$ cat src/rtl/mem_access_unit_pkg.sv
// Shared types and helpers for the load/store unit: access widths, FSM states
// and the alignment rule used to reject accesses before they reach the bus.
package mem_access_unit_pkg;

    typedef enum logic [1:0] {
        BYTE    = 2'b00,
        HALF    = 2'b01,
        WORD    = 2'b10,
        ILLEGAL = 2'b11
    } mem_width_e;

    typedef enum logic [1:0] {
        IDLE = 2'b00,
        BUS  = 2'b01,
        DONE = 2'b10
    } lsu_state_e;

    // The illegal width encoding is folded in so one check covers every fault.
    function automatic logic misaligned_access(input mem_width_e width, input logic [1:0] addr_lo);
        logic bad;
        case (width)
            BYTE:    bad = 1'b0;
            HALF:    bad = addr_lo[0];
            WORD:    bad = (addr_lo != 2'b00);
            default: bad = 1'b1;
        endcase
        return bad;
    endfunction

endpackage

$ cat src/rtl/lsu_lane_align.sv
// Byte-lane steering between right-aligned core data and the word-wide bus:
// byte enables, write-data shift and read-data shift.
module lsu_lane_align
    import mem_access_unit_pkg::*;
(
    input  logic        is_load,
    input  logic [1:0]  width,
    input  logic [1:0]  wr_offset,
    input  logic [31:0] store_data,
    input  logic [1:0]  rd_offset,
    input  logic [31:0] rdata,
    output logic [3:0]  be,
    output logic [31:0] wdata,
    output logic [31:0] rdata_aligned
);

    // Loads always fetch the whole word; extraction happens on the read shift.
    always_comb begin
        be = 4'b1111;
        if (!is_load) begin
            case (mem_width_e'(width))
                BYTE:    be = 4'b0001 << wr_offset;
                HALF:    be = 4'b0011 << wr_offset;
                default: be = 4'b1111;
            endcase
        end
    end

    assign wdata         = store_data << {wr_offset, 3'b000};
    assign rdata_aligned = rdata >> {rd_offset, 3'b000};

endmodule

$ cat src/rtl/mem_access_unit.sv
// Turns execute's single-cycle load/store request into a registered bus
// transaction, stalling the pipeline until the data (or a timeout) returns.
module mem_access_unit
    import mem_access_unit_pkg::*;
#(
    parameter int unsigned TIMEOUT_CYCLES = 255
) (
    input  logic        clk,
    input  logic        rst,
    input  logic        ram_load_en,
    input  logic        ram_store_en,
    input  logic [31:0] ram_load_addr,
    input  logic [31:0] ram_store_addr,
    input  logic [31:0] ram_store_data,
    input  logic [1:0]  ram_store_width,
    input  logic [1:0]  ram_load_width,
    output logic [31:0] ram_load_data,
    output logic        mem_stall,
    output logic        misaligned,
    output logic        bus_error,
    output logic        bus_req,
    output logic        bus_we,
    output logic [31:0] bus_addr,
    output logic [31:0] bus_wdata,
    output logic [3:0]  bus_be,
    input  logic        bus_ready,
    input  logic [31:0] bus_rdata
);

    localparam logic [7:0] TIMEOUT_LAST = 8'(TIMEOUT_CYCLES - 1);

    lsu_state_e  state_q, state_d;
    logic        bus_req_q, bus_req_d;
    logic        bus_we_q, bus_we_d;
    logic [31:0] bus_addr_q, bus_addr_d;
    logic [31:0] bus_wdata_q, bus_wdata_d;
    logic [3:0]  bus_be_q, bus_be_d;
    logic [31:0] load_data_q, load_data_d;
    logic [1:0]  offset_q, offset_d;
    logic [7:0]  timer_q, timer_d;
    logic        bus_error_q, bus_error_d;

    logic        req_valid;
    logic [31:0] req_addr;
    logic [1:0]  req_width;
    logic        req_fault;
    logic        accept;
    logic        timed_out;
    logic [3:0]  lane_be;
    logic [31:0] lane_wdata;
    logic [31:0] lane_rdata;

    // A load presented together with a store takes priority.
    assign req_valid = ram_load_en | ram_store_en;
    assign req_addr  = ram_load_en ? ram_load_addr  : ram_store_addr;
    assign req_width = ram_load_en ? ram_load_width : ram_store_width;
    assign req_fault = req_valid && misaligned_access(mem_width_e'(req_width), req_addr[1:0]);
    assign accept    = (state_q == IDLE) && req_valid && !req_fault;
    assign timed_out = (timer_q == TIMEOUT_LAST);

    lsu_lane_align u_lane_align (
        .is_load       (ram_load_en),
        .width         (req_width),
        .wr_offset     (req_addr[1:0]),
        .store_data    (ram_store_data),
        .rd_offset     (offset_q),
        .rdata         (bus_rdata),
        .be            (lane_be),
        .wdata         (lane_wdata),
        .rdata_aligned (lane_rdata)
    );

    always_ff @(posedge clk) begin
        if (rst) state_q <= IDLE;
        else     state_q <= state_d;
    end

    always_comb begin
        state_d = state_q;
        case (state_q)
            IDLE:    if (accept) state_d = BUS;
            BUS:     if (bus_ready || timed_out) state_d = DONE;
            DONE:    state_d = IDLE;
            default: state_d = IDLE;
        endcase
    end

    always_comb begin
        mem_stall     = accept || (state_q == BUS);
        misaligned    = (state_q == IDLE) && req_fault;
        ram_load_data = misaligned ? 32'd0 : load_data_q;
    end

    always_comb begin
        bus_req_d   = bus_req_q;
        bus_we_d    = bus_we_q;
        bus_addr_d  = bus_addr_q;
        bus_wdata_d = bus_wdata_q;
        bus_be_d    = bus_be_q;
        load_data_d = load_data_q;
        offset_d    = offset_q;
        timer_d     = timer_q;
        bus_error_d = 1'b0;
        if (accept) begin
            bus_req_d   = 1'b1;
            bus_we_d    = !ram_load_en;
            bus_addr_d  = {req_addr[31:2], 2'b00};
            bus_wdata_d = lane_wdata;
            bus_be_d    = lane_be;
            offset_d    = req_addr[1:0];
            timer_d     = 8'd0;
        end else if (state_q == BUS) begin
            timer_d = timer_q + 8'd1;
            // A late acknowledge in the final cycle still wins over the timeout.
            if (bus_ready) begin
                bus_req_d   = 1'b0;
                load_data_d = lane_rdata;
            end else if (timed_out) begin
                bus_req_d   = 1'b0;
                load_data_d = 32'd0;
                bus_error_d = 1'b1;
            end
        end
    end

    always_ff @(posedge clk) begin
        if (rst) begin
            bus_req_q   <= 1'b0;
            bus_we_q    <= 1'b0;
            bus_addr_q  <= 32'd0;
            bus_wdata_q <= 32'd0;
            bus_be_q    <= 4'd0;
            load_data_q <= 32'd0;
            offset_q    <= 2'd0;
            timer_q     <= 8'd0;
            bus_error_q <= 1'b0;
        end else begin
            bus_req_q   <= bus_req_d;
            bus_we_q    <= bus_we_d;
            bus_addr_q  <= bus_addr_d;
            bus_wdata_q <= bus_wdata_d;
            bus_be_q    <= bus_be_d;
            load_data_q <= load_data_d;
            offset_q    <= offset_d;
            timer_q     <= timer_d;
            bus_error_q <= bus_error_d;
        end
    end

    assign bus_req   = bus_req_q;
    assign bus_we    = bus_we_q;
    assign bus_addr  = bus_addr_q;
    assign bus_wdata = bus_wdata_q;
    assign bus_be    = bus_be_q;
    assign bus_error = bus_error_q;

endmodule

$ cat config.mk
export PLATFORM = sky130hd
export DESIGN_NAME = mem_access_unit
export DESIGN_NICKNAME = d
export VERILOG_FILES = /design/src/rtl/mem_access_unit_pkg.sv /design/src/rtl/lsu_lane_align.sv /design/src/rtl/mem_access_unit.sv
export SDC_FILE = /design/constraint.sdc
export NUM_CORES = 1
export LEC_CHECK = 0
export BUFFER_PORTS_ARGS = -buffer_cell sky130_fd_sc_hd__buf_2
export CORE_MARGIN = 2
export CORE_UTILIZATION = 40
export CTS_BUF_LIST = sky130_fd_sc_hd__clkbuf_2 sky130_fd_sc_hd__clkbuf_4 sky130_fd_sc_hd__clkbuf_8
export DETAILED_ROUTE_END_ITERATION = 8
export PLACE_DENSITY = 0.73
export SLEW_MARGIN = 10
export SYNTH_ARGS = -nofsm -noshare
export SYNTH_HDL_FRONTEND = slang
export SYNTH_SLANG_ARGS = --single-unit
$ cat constraint.sdc
create_clock -name clk -period 2.6 [get_ports clk]
set_clock_uncertainty 0.2 [all_clocks]
set_input_delay 0.65 -clock clk [delete_from_list [all_inputs] [get_ports clk]]
set_output_delay 0.65 -clock clk [all_outputs]
set_load 0.05 [all_outputs]
== Yosys cells after proc, flatten, opt, wreduce, memory -nomap -nowiden ==
Cells that the tools add are included.

* Logic and storage cells: 59
* Flip-flop bits (word level): 113

* Add/subtract/negate cells: 1
* Eq/ne operators: 6
* Mux-type cells: 16
* Reductions and logical operators: 19
* Shift-type cells: 4
* Bitwise operators: 3

{| class="wikitable"
|+ Operators by type and width
! kind !! count
|-
| $mux W32 || 4
|-
| $shl A32 B5 Y32 || 1
|-
| $shr A32 B5 Y32 || 1
|-
| $add A8 B1 Y8 const B || 1
|-
| $eq A8 B8 Y1 const B || 1
|-
| $pmux W4 S2 || 1
|-
| $mux W2 || 3
|-
| $reduce_bool A2 Y1 || 3
|-
| $mux W1 || 5
|-
| $eq A2 B1 Y1 const B || 2
|-
| $logic_and A1 B1 Y1 || 4
|-
| $logic_not A2 Y1 || 2
|-
| $mux W4 || 1
|-
| $ne A2 B2 Y1 const B || 2
|-
| $pmux W2 S2 || 1
|-
| $reduce_and A2 Y1 || 2
|-
| $reduce_or A4 Y1 || 1
|-
| $shl A1 B2 Y4 const A || 1
|-
| $shl A2 B2 Y4 const A || 1
|-
| $pmux W1 S3 || 1
|-
| $reduce_and A3 Y1 || 1
|-
| $reduce_bool A3 Y1 || 1
|-
| $eq A2 B2 Y1 const B || 1
|-
| $logic_not A1 Y1 || 2
|-
| 4 further kinds || 6
|}

== Depth between registers and ports, before layout ==
Gate-level depths: netlist (run 1).

* Depth after elaboration: 8
* Mapped depth: 8
* Gate-level depth less buffers: 5

== By module ==
From an unflattened synthesis (run 1), not the netlist that was laid out.

* Cell total of the unflattened synthesis: 665
* Area, all modules: 6363.6 µm²

{| class="wikitable"
|+ By module, submodules not included
! module !! cells an instance !! times used !! area an instance (µm²)
|-
| mem_access_unit || 527 || 1 || 5266.3
|-
| lsu_lane_align || 138 || 1 || 1097.3
|}

== Worst setup path before layout (run 1) ==
OpenSTA, ideal clock, no wires.

* Kind: input to output
* Start: input ram_load_en
* End: output ram_load_data[22]
* Path slack: -0.454 ns
* Stages on the path: 7
* Buffers on the path: 3
* Arrival time: 2.204 ns
* Path through: buf_6 > mux2i_1 > buf_2 > nand3_1 > nand3_1 > clkbuf_1 > and2_1

* Longest elaborated chain between the ends: 6
* Elaborated cells on any way between the ends: 11
* Those cells by class: 2 x eq/ne; 4 x mux; 1 x bitwise; 4 x reduce/logical

{| class="wikitable"
|+ Ends and longest elaborated chain
! what !! line !! RTL
|-
| start: declaration || mem_access_unit.sv:10 || <nowiki>input logic ram_load_en,</nowiki>
|-
| $mux W2 / $mux W32 (equally long branches) || mem_access_unit.sv:56, mem_access_unit.sv:55 ||
|-
| $eq A2 B2 Y1 (tied with other cells) || mem_access_unit_pkg.sv:21 || <nowiki>case (width)</nowiki>
|-
| $pmux W1 S3 || mem_access_unit_pkg.sv:21 ||
|-
| $logic_and A1 B1 Y1 * || mem_access_unit.sv:57 || <nowiki>assign req_fault = req_valid && misaligned_access(mem_width_e'(req_width), req_addr[1:0]);</nowiki>
|-
| $logic_and A1 B1 Y1 * || mem_access_unit.sv:90 || <nowiki>misaligned = (state_q == IDLE) && req_fault;</nowiki>
|-
| $mux W32 * || mem_access_unit.sv:91 || <nowiki>ram_load_data = misaligned ? 32'd0 : load_data_q;</nowiki>
|-
| end: declaration || mem_access_unit.sv:17 || <nowiki>output logic [31:0] ram_load_data,</nowiki>
|}

Mark *: on every way between the ends. The rest lies on a longest branch, timed or not.

== Worst setup path after layout (run 1) ==
* Start: input ram_load_en
* End: output ram_load_data[0]

Same word-level chain as after synthesis.

==> results of run 1 <==
-- power by group through the flow --
stage	Combinational, mW	Clock (mW)	Sequential [mW]
after floorplan	0.735	0	2.38
after global placement	1.62	0	1.99
after detailed placement	1.64	0	1.99
after CTS	1.70	1.74	1.96
after global routing	1.81	1.83	1.97
final	1.71	1.69	1.96
-- sequential cells by signal (all words and copies together), names as in the netlist --
register     flops
bus_addr        30
bus_be           4
bus_error        1
bus_req          1
bus_wdata       32
bus_we           1
load_data_q     32
offset_q         2
state_q          2
timer_q          8
-- per-layer routing --
metal  track usage (%)  vias up  wire (um)
met4             7.184        0        262
li1                  -     2712          -
met2             37.01      204       8732
met3             6.320       22       1119
met5                 0        -          0
met1             31.00     2649       7574
-- final cells by class --
type / count / area, sq um / share of cell area [%]
Tap cell: 180 / 225.2 / 2.753
Inverter: 2 / 11.26 / 0.1377
Clock buffer: 21 / 264.0 / 3.227
Clock inverter: 11 / 138.9 / 1.698
Multi-Input combinational cell: 407 / 3219 / 39.35
Sequential cell: 113 / 2262 / 27.65
Timing Repair Buffer: 291 / 2059 / 25.18
-- worst min-delay path by stage --
stage                                 startpoint                            to  slack, ns  depth (start not counted)
CTS                                    bus_ready          bus_error$_SDFF_PP0_       0.20                          2
finish                                 bus_ready          bus_error$_SDFF_PP0_       0.24                          2
floorplan           load_data_q[22]$_SDFFE_PP0P_  load_data_q[22]$_SDFFE_PP0P_       0.23                          1
global route                           bus_ready          bus_error$_SDFF_PP0_       0.20                          2
global placement            bus_req$_SDFFE_PP0P_          bus_req$_SDFFE_PP0P_       0.24                          1
detailed placement    bus_wdata[14]$_SDFFE_PP0P_    bus_wdata[14]$_SDFFE_PP0P_       0.25                          1
-- repair_timing --
item	in CTS	in global routing
pin swaps	0	1
hold endpoints to repair	0	0
buffers inserted	2	1
setup endpoints to repair	34	33
resized for setup	103	5
-- critical path: cells and delay by family --
| family | cells | cell delay (ns) |
|---|---|---|
| AO/OA/AOI/OAI | 1 | 0.20 |
| buffers and inverters | 3 | 0.45 |
| multiplexers | 1 | 0.22 |
| AND/OR/NAND/NOR | 2 | 0.34 |
-- through the flow --
step / util, % / instances
6_report: 59.63 / 1025
5_1_grt: 59.63 / 1025
4_1_cts: 59.44 / 1024
3_5_place_dp: 53.86 / 990
3_3_place_gp: 53.86 / 990
2_1_floorplan: - / 579
-- cells in the final DEF, fill, tap and decap left out, drive strengths merged, types with 9 or more instances in the layout --
master,instances
buf,291
clkbuf,21
and2,35
o2bb2ai,16
mux2,10
mux2i,58
nand3,13
a22o,24
nand2,48
a211oi,86
a32o,16
dfxtp,113
nor2b,18
o21ai,9
nor3,10
-- logic make-up after synthesis --
group / after synthesis
flip-flops: 113
adder cells (fa/ha/maj): 3
XOR/XNOR: 7
other: 1
AND/OR/NAND/NOR: 144
buffers and inverters: 59
AO/OA/AOI/OAI: 183
multiplexers: 68
==> results by group, run 1 <==
Floorplan
  • Die area: 14,870 sq um
  • Die W: 121.9 um
  • Core Region: 13,720 sq um
  • IO Pins: 242
  • Chip Height: 121.9 um
  • Initial Util: 40.56%
  • FP Rows: 43

Power and ir drop
  • Cell internal pwr: 3.480 mW
  • Maximum vdd drop: 0.0006752 V
  • Post-route total power: 5.355 mW
  • Leakage: 3.628 nW
  • Comb pwr share: 31.8%
  • Pwr Density: 654.7 nW/um^2
  • Net Sw Frac: 35.03%
  • Sw Pwr: 1.876 mW
  • Sequential power share: 36.6%
  • Power share of the clock group: 31.6%

Critical path
  • CP max-delay cell: mux2i_4
  • R2R cell count: 5
  • Startpoint class of the critical path: input pin
  • R2r setup slk: 0.63 ns
  • Most Frequent Cell on Critical Path: buf_12
  • Crit-path cells: buf_12 -> mux2i_4 -> o21ai_4 -> nand3_4 -> buf_12 -> and2_2 -> buf_8
  • Crit path DAT: 1.87 ns
  • Slowest stage delay, CP: 0.22 ns
  • Crit path max fanout: 20
  • Start point of the critical path: ram_load_en
  • Critical path data required time: 1.75 ns
  • Critical path type: in -> out
  • Critical path endpoint category: output pin
  • Reg2Reg Capture Point: load_data_q[11]$_SDFFE_PP0P_
  • CP Capture Point: ram_load_data[0]
  • Reg2reg start: offset_q[0]$_SDFFE_PP0P_

Yosys
  • Mapped Cells: 578
  • Syn avg cell area: 9.626 sq um
  • Synth Area in Adders: 0.6296%
  • Synth top area share: 40.66%
  • Top-count cell post-synth: dfxtp_1
  • Simple-Gate Fraction of Synth Area: 13.38%
  • Asr flop ratio synth: 0%
  • Synth warn: 0
  • EDFF count, synth: 0
  • Synth Area in Compound Gates: 26.53%
  • Top cells by count, synth: 113 x dfxtp_1, 84 x a211oi_1, 56 x mux2i_1
  • Mux contribution to synthesized area: 12.59%
  • Ranking of synthesized cells by area: dfxtp_1 41%, a211oi_1 11%, mux2i_1 10%, and2_1 3.9%, a22o_1 3.8%
  • Area leader, netlist: dfxtp_1
  • Mapped Area: 5564 sq um
  • Largest family of logic cells by synthesized area: compound AO/OA/AOI/OAI gates
  • XOR/XNOR share of the synthesized area: 1.102%
  • #FFs+latches synth: 113
  • Register area share after synthesis: 40.66%
  • Unique masters post-synth: 48
  • Top FF cell, synth: dfxtp_1

Clock tree
  • CTS sink count: 113
  • H-tree levels: 4
  • Skew-Pair Late Insertion Delay: 0.43 ns
  • Maximum clock path buffer count: 2
  • Root Driver: clkbuf_8
  • Worst-path clk slew: 0.06 ns
  • Cts hold-fix bufs: 0
  • CTS tree: yes
  • Num CTS Buffers: 17

Final layout
  • Filler instances: 1,178
  • Synth-to-layout area growth: 47.02%
  • Diode count: 0
  • Layout cells sized above 1: 45.80%
  • Post-route design area: 8180 sq um
  • Nets: 971

Routing
  • TritonRoute pass-1 iters: 5
  • Final WL: 17,690 um
  • Antenna Nets Post-Route: 0
  • Residual DRC count: 0
  • DR vias/cell: 5.451
  • 1st-iter DRT viols: 377
  • Via count: 5,587
  • Routed len/inst: 17.26 um

STA
  • Fmax: 0.3679 GHz
  • WHS: 0.2382 ns
  • Final Max Tran Viols: 0
  • Total negative slack: -2.231 ns
  • Worst slew margin: 53.53%
  • Slew at the pin closest to its max-slew limit: 0.6956 ns
  • RSZ-0062 raised after global routing: true
  • Post-layout min period: 2.718 ns
  • Fin crit share: 104.5%
  • Final setup fails: 33
  • Final hold violations: 0
  • Setup ws final: -0.1181 ns

Outcome
  • Failing checks: setup timing
  • Status: complete, but fails checks

Global routing
  • Aggregate global routing overflow: 0
  • Initial antenna violation count: 0
  • GRT Total Usage: 23.34%
  • Largest net degree at the start of global routing: 52
  • First-pass GRT wire length: 26,960 um
  • Vias in the first global route: 5,103

Placed design
  • Area after DPL: 7390 sq um
  • Detailed Place HPWL: 12,630 um
  • Port-buffer cells: 239
  • GP Congestion: 0.8808
  • Pre-CTS setup slack: -0.4035 ns

Min path
  • Classification of the worst-slack hold path: in -> reg

Run
  • Maximum capacitance violations: 0
(Power assumes the default switching activity.)
==> run 2, diff against run 1 <==
--- a/config.mk
+++ b/config.mk
@@ -6,9 +6,10 @@
 export NUM_CORES = 1
 export LEC_CHECK = 0
 export BUFFER_PORTS_ARGS = -buffer_cell sky130_fd_sc_hd__buf_2
-export CORE_MARGIN = 2
+export CORE_MARGIN = 4
 export CORE_UTILIZATION = 40
 export CTS_BUF_LIST = sky130_fd_sc_hd__clkbuf_2 sky130_fd_sc_hd__clkbuf_4 sky130_fd_sc_hd__clkbuf_8
+export CTS_CLUSTER_DIAMETER = 120
 export DETAILED_ROUTE_END_ITERATION = 8
 export PLACE_DENSITY = 0.73
 export SLEW_MARGIN = 10
==> run 2 against run 1 <==
- the flow still finishes with violations (setup timing)
- setup slack lost 0.017 ns
- worst hold slack got worse by 0.0073 ns
- register-to-register slack worse by 0.13 ns
- combinational power hardly changed
- fmax decreased by 0.61%
- critical path depth up 1
- first-iteration DRC count is 23% lower
- critical path type unchanged
- largest power group unchanged
- highest routed layer is now met5
==> results by group, run 2 (synthesis results as in run 1) <==
STA
  • Worst slew margin: 61.40% (+7.9 points)
  • Final hold violations: 0 (unchanged)
  • Final setup fails: 34 (+3.0%)
  • Slew at the pin closest to its max-slew limit: 0.5779 ns (-0.1177 ns)
  • Final Max Tran Viols: 0 (unchanged)
  • Fin crit share: 105.2% (+0.64 points)
  • Fmax: 0.3657 GHz (-0.61%)
  • RSZ-0062 raised after global routing: true
  • Setup ws final: -0.1348 ns (-0.01670 ns)
  • Total negative slack: -3.021 ns (-0.7903 ns)
  • Post-layout min period: 2.735 ns (+0.01670 ns)
  • WHS: 0.2308 ns (-0.007348 ns)

Global routing
  • Largest net degree at the start of global routing: 49 (-5.8%)
  • Aggregate global routing overflow: 0 (unchanged)
  • Vias in the first global route: 5,663 (+11%)
  • GRT Total Usage: 22.90% (-0.43 points)
  • First-pass GRT wire length: 29,370 um (+8.9%)
  • Initial antenna violation count: 5 (+5)

Clock tree
  • Skew-Pair Late Insertion Delay: 0.43 ns (about the same)
  • Cts hold-fix bufs: 0 (unchanged)
  • Maximum clock path buffer count: 2 (unchanged)
  • CTS tree: yes
  • Root Driver: clkbuf_8
  • CTS sink count: 113 (unchanged)
  • H-tree levels: 4 (unchanged)
  • Num CTS Buffers: 17 (unchanged)
  • Worst-path clk slew: 0.06 ns (about the same)

Final layout
  • Finished Layout Cells: 1,027 (+0.20%)
  • Most frequent cells in the layout: 204 x buf_2, 113 x dfxtp_1, 84 x a211oi_1, 54 x mux2i_1, 50 x buf_4
  • Layout cells sized above 1: 46.12% (+0.32 points)
  • Synth-to-layout area growth: 47.16% (about the same)
  • Commonest non-fill, non-tap cell in the layout: buf_2
  • Nets: 978 (+0.72%)

Floorplan
  • Initial Util: 41.36% (+0.80 points)
  • Core Region: 13,450 sq um (-1.9%)
  • IO Pins: 242 (unchanged)
  • FP Rows: 42 (-2.3%)
  • Die area: 15,860 sq um (+6.7%)
  • Chip Height: 125.9 um (+3.3%)
  • Die W: 125.9 um (+3.3%)

Critical path
  • CP Buf/Inv Count: 4 (+1)
  • CP max-delay cell: and2_2
  • Most Frequent Cell on Critical Path: buf_12
  • Crit path DAT: 1.88 ns (about the same)
  • Critical path data required time: 1.75 ns (about the same)
  • Crit-path cells: buf_12 -> buf_4 -> mux2i_4 -> o21ai_4 -> buf_12 -> nand3_4 -> and2_2 -> buf_6
  • Critical path endpoint category: output pin
  • Startpoint class of the critical path: input pin
  • Critical path type: in -> out
  • Delay-heaviest family, CP: buffers and inverters
  • Slowest stage delay, CP: 0.25 ns (+0.03 ns)
  • Crit path max fanout: 8 (-60%)

Min path
  • Classification of the worst-slack hold path: in -> reg

Routing
  • DR vias/cell: 5.524 (+1.3%)
  • Routed len/inst: 18.21 um (+5.5%)
  • Antenna Nets Post-Route: 0 (unchanged)
  • Via count: 5,673 (+1.5%)
  • 1st-iter DRT viols: 291 (-23%)
  • Final WL: 18,700 um (+5.7%)
  • TritonRoute pass-1 iters: 5 (unchanged)
  • Residual DRC count: 0 (unchanged)

Power and ir drop
  • Maximum vdd drop: 0.0003857 V (-43%)
  • Power share of the clock group: 31.0% (-0.6 points)
  • Sequential power share: 36.8% (+0.2 points)
  • Post-route total power: 5.335 mW (-0.37%)
  • Pwr Density: 651.6 nW/um^2 (-0.47%)
  • Comb pwr share: 32.2% (+0.4 points)
  • Net Sw Frac: 35.17% (+0.14 points)
  • Sw Pwr: 1.876 mW (about the same)
  • Leakage: 3.644 nW (+0.43%)
  • Cell internal pwr: 3.459 mW (-0.59%)

Outcome
  • Status: complete, but fails checks
  • Failing checks: setup timing

Placed design
  • Placed insts: 989 (-0.10%)
  • Detailed Place HPWL: 13,120 um (+3.9%)
  • Port-buffer cells: 239 (unchanged)
  • GP Congestion: 0.8448 (-4.1%)

Run
  • Maximum capacitance violations: 0 (unchanged)
run 2: changes by cell type in the layout (fill, tap and decap cells not counted), sizes merged:
cell	change
buf	+3
nand3	+4
clkinvlp	-2
bufinv	-1
clkinv	-3
clkbuf	+4
diode	+1
run 2: worst register-to-register path, cell delays in order, from the launching register on:
cell and delay, ns:
dfxtp_1 0.36, nor2_2 0.15, buf_4 0.13, o2111a_2 0.24, buf_4 0.12, buf_4 0.12, buf_4 0.30, a211oi_1 0.11
a211oi_1 0.28
run 2: worst paths after layout:
| kind | end | slack [ns] | start | cells past startpoint |
|---|---|---|---|---|
| max | ram_load_data[1] | -0.13 | ram_load_en | 8 |
| min | bus_error$_SDFF_PP0_ | 0.23 | bus_ready | 2 |
| max reg2reg | bus_addr[17]$_SDFFE_PP0P_ | 0.50 | state_q[1]$_SDFFE_PP0P_ | 8 |
| min reg2reg | bus_req$_SDFFE_PP0P_ | 0.26 | bus_req$_SDFFE_PP0P_ | 1 |
run 2: final cells by class:
| cell class | count | area (sq um) |
|---|---|---|
| flip-flops and latches | 113 | 2262 |
| clock inverters | 5 | 78.83 |
| well taps | 176 | 220.2 |
| fillers | 1188 | 5265 |
| multi-input cells | 411 | 3293 |
| repair buffers | 294 | 2007 |
| clock buffers | 25 | 312.8 |
| inverters | 2 | 11.26 |
| diodes | 1 | 2.502 |
run 2: timing repair:
item	4_1_cts	5_1_grt
setup buffers	3	0
resized for setup	113	1
gates cloned	4	0
pin swaps	27	4
endpoints found under the setup margin	34	34
run 2: metrics by stage:
| step | instance area, sq um | util [%] | worst slack, ns |
|---|---|---|---|
| final | 8188 | 60.86 | -0.1348 |
| after global routing | 8188 | 60.86 | -0.1847 |
| after CTS | 8183 | 60.83 | -0.1428 |
| after detailed placement | 7317 | 54.39 | -0.4928 |
| after global placement | 7317 | 54.39 | -0.4219 |
| after floorplan | 5741 | - | -0.03667 |
run 2: per-layer routing:
layer	GRT usage, %	share of wire [%]	wire [um]	vias to the layer above
li1	-	-	-	2727
met3	8.467	8.3	1560	40
met5	0	0.22	41	-
met4	7.571	2.1	395	8
met2	38.03	49	9115	242
met1	27.49	41	7588	2656
run 2: power groups by stage:
| stage | sequential (mW) | combinational [mW] | clock (mW) |
|---|---|---|---|
| 6_report | 1.96 | 1.72 | 1.65 |
| 5_1_grt | 1.98 | 1.82 | 1.77 |
| 4_1_cts | 1.96 | 1.71 | 1.69 |
| 3_5_place_dp | 2.00 | 1.60 | 0 |
| 3_3_place_gp | 2.00 | 1.59 | 0 |
| 2_1_floorplan | 2.38 | 0.735 | 0 |
==> run 3, diff against run 2 <==
--- a/config.mk
+++ b/config.mk
@@ -6,12 +6,14 @@
 export NUM_CORES = 1
 export LEC_CHECK = 0
 export BUFFER_PORTS_ARGS = -buffer_cell sky130_fd_sc_hd__buf_2
+export CELL_PAD_IN_SITES_DETAIL_PLACEMENT = 1
+export CELL_PAD_IN_SITES_GLOBAL_PLACEMENT = 1
 export CORE_MARGIN = 4
-export CORE_UTILIZATION = 40
+export CORE_UTILIZATION = 32
 export CTS_BUF_LIST = sky130_fd_sc_hd__clkbuf_2 sky130_fd_sc_hd__clkbuf_4 sky130_fd_sc_hd__clkbuf_8
 export CTS_CLUSTER_DIAMETER = 120
 export DETAILED_ROUTE_END_ITERATION = 8
-export PLACE_DENSITY = 0.73
+export PLACE_DENSITY = 0.79
 export SLEW_MARGIN = 10
 export SYNTH_ARGS = -nofsm -noshare
 export SYNTH_HDL_FRONTEND = slang
==> run 3 against run 2 <==
- the run still ends with setup timing left
- register-to-register slack barely moved
- sequential share of layout area barely moved
- combinational power barely moved
- power rose by 3.0%
- design area rose by 0.26%
- critical endpoint is now ram_load_data[31]
- worst hold slack got worse by 0.0024 ns
- critical path type unchanged
- cell count rose by 3.5%
==> results by group, run 3 (synthesis results as in run 1) <==
Outcome
  • Status: complete, but fails checks
  • Failing checks: setup timing

Floorplan
  • FP Rows: 47 (+12%)
  • Chip Height: 139.9 um (+11%)
  • IO Pins: 242 (unchanged)
  • Core Region: 16,820 sq um (+25%)
  • Die area: 19,560 sq um (+23%)
  • Initial Util: 33.08% (-8.3 points)
  • Die W: 139.9 um (+11%)

Clock tree
  • H-tree levels: 4 (unchanged)
  • Maximum clock path buffer count: 2 (unchanged)
  • Skew-Pair Late Insertion Delay: 0.43 ns (about the same)
  • Worst-path clk slew: 0.07 ns (about the same)
  • CTS tree: yes
  • CTS sink count: 113 (unchanged)
  • Cts hold-fix bufs: 0 (unchanged)
  • Num CTS Buffers: 17 (unchanged)
  • Root Driver: clkbuf_8

STA
  • Worst slew margin: 52.70% (-8.7 points)
  • RSZ-0062 raised after global routing: true
  • Final Max Tran Viols: 0 (unchanged)
  • Post-layout min period: 2.747 ns (+0.01180 ns)
  • Fmax: 0.3641 GHz (-0.43%)
  • Setup ws final: -0.1466 ns (-0.01180 ns)
  • WHS: 0.2284 ns (-0.002404 ns)
  • Final setup fails: 34 (unchanged)
  • Fin crit share: 105.6% (+0.45 points)
  • Final hold violations: 0 (unchanged)
  • Slew at the pin closest to its max-slew limit: 0.7081 ns (+0.1302 ns)

Critical path
  • Critical path endpoint category: output pin
  • Crit path DAT: 1.90 ns (+0.02 ns)
  • Critical path data required time: 1.75 ns (about the same)
  • Reg2reg start: state_q[1]$_SDFFE_PP0P_
  • Critical path type: in -> out
  • Reg2Reg Capture Point: bus_be[0]$_SDFFE_PP0P_
  • Startpoint class of the critical path: input pin
  • R2R cell count: 6 (-2)
  • R2r setup slk: 0.49 ns (about the same)
  • Crit path max fanout: 9 (+1)

Power and ir drop
  • Leakage: 3.600 nW (-1.2%)
  • Pwr Density: 669.4 nW/um^2 (+2.7%)
  • Post-route total power: 5.495 mW (+3.0%)
  • Maximum vdd drop: 0.0003263 V (-15%)

Global routing
  • GRT Total Usage: 21.00% (-1.9 points)
  • Initial antenna violation count: 1 (-4)
  • First-pass GRT wire length: 33,030 um (+12%)
  • Largest net degree at the start of global routing: 37 (-24%)
  • Vias in the first global route: 5,988 (+5.7%)
  • Aggregate global routing overflow: 0 (unchanged)

Placed design
  • Port-buffer cells: 239 (unchanged)
  • GP Congestion: 0.7923 (-6.2%)
  • Detailed Place HPWL: 15,470 um (+18%)

Routing
  • Via count: 5,700 (+0.48%)
  • Antenna Nets Post-Route: 0 (unchanged)
  • Routed len/inst: 20.04 um (+10%)
  • DR vias/cell: 5.362 (-2.9%)
  • TritonRoute pass-1 iters: 4 (-1)
  • Residual DRC count: 0 (unchanged)
  • 1st-iter DRT viols: 297 (+2.1%)
  • Final WL: 21,310 um (+14%)

Final layout
  • Commonest non-fill, non-tap cell in the layout: buf_2
  • Nets: 967 (-1.1%)
  • Most frequent cells in the layout: 204 x buf_2, 111 x dfxtp_1, 84 x a211oi_1, 54 x mux2i_1, 47 x nand2_1
  • Layout cells sized above 1: 45.78% (-0.34 points)
  • Synth-to-layout area growth: 47.54%

Min path
  • Classification of the worst-slack hold path: in -> reg
  • Hold-critical path depth: 2 (unchanged)
  • Hold endpoint: bus_error$_SDFF_PP0_
  • Hold wc startpoint: bus_ready

Run
  • Maximum capacitance violations: 0 (unchanged)
-- run 3: cell count changes in the layout (fill, tap and decap cells not counted), moves of 2 or more --
cell | before | now
buf_4 | 50 | 39
buf_6 | 4 | 6
clkbuf_4 | 5 | 0
clkbuf_8 | 20 | 18
clkinv_2 | 2 | 0
clkinv_4 | 1 | 4
clkinvlp_4 | 1 | 6
dfxtp_1 | 113 | 111
dfxtp_2 | 0 | 2
mux2i_2 | 0 | 2
mux2i_4 | 4 | 2
nand3_4 | 6 | 2
-- run 3: through the flow --
step / utilization, % / area (sq um) / setup slack [ns] / std cells / TNS [ns]
after floorplan: - / 5741 / -0.03667 / 579 / -0.9065
final: 48.81 / 8209 / -0.1466 / 1063 / -3.613
after global placement: 43.59 / 7332 / -0.3158 / 1023 / -14.73
after global routing: 48.79 / 8207 / -0.1772 / 1062 / -5.118
after CTS: 48.59 / 8172 / -0.1260 / 1059 / -2.819
after detailed placement: 43.59 / 7332 / -0.3739 / 1023 / -19.57
-- run 3: cell type report --
type,instances,area (sq um)
antenna,2,5.005
clock buffer,18,247.7
clock inverter,14,182.7
fill,1982,8610
inverter,2,11.26
multi-input combinational,407,3218
sequential,113,2265
tap,220,275.3
timing repair buffer,287,2004
-- run 3: worst max-delay path by stage --
stage / to / start / slack [ns]
after detailed placement: ram_load_data[24] / ram_load_en / -0.37
after global routing: ram_load_data[6] / ram_load_en / -0.18
after CTS: ram_load_data[0] / ram_load_en / -0.13
after global placement: ram_load_data[0] / ram_load_en / -0.32
after floorplan: ram_load_data[10] / ram_load_en / -0.04
final: ram_load_data[31] / ram_load_en / -0.15
-- run 3: power breakdown --
group	internal, mW	leakage, nW	total (mW)	switching [mW]
combinational	0.612	2.48	1.73	1.11
clock	0.987	0.200	1.80	0.809
sequential	1.88	0.925	1.97	0.0974
-- run 3: layer usage --
layer  GRT usage, %  vias up  part of all wire [%]
met1          25.58     2772                    42
met4          7.700        0                   2.5
li1               -     2701                     -
met3          5.660       36                   5.6
met2          35.55      191                    50
met5              0        -                     0
-- run 3: worst max-delay path, cell delays in order --
cell and delay [ns]:
buf_12 0.12, mux2i_4 0.21, o21ai_4 0.19, nand3_4 0.17
buf_12 0.19, and2_2 0.20, buf_6 0.15
-- run 3: timing repair --
item / 4_1_cts / 5_1_grt
gates resized for setup: 109 / 0
gates cloned: 1 / 1
endpoints found under the setup margin: 34 / 34
buffers inserted: 3 / 1
pin swaps: 0 / 1
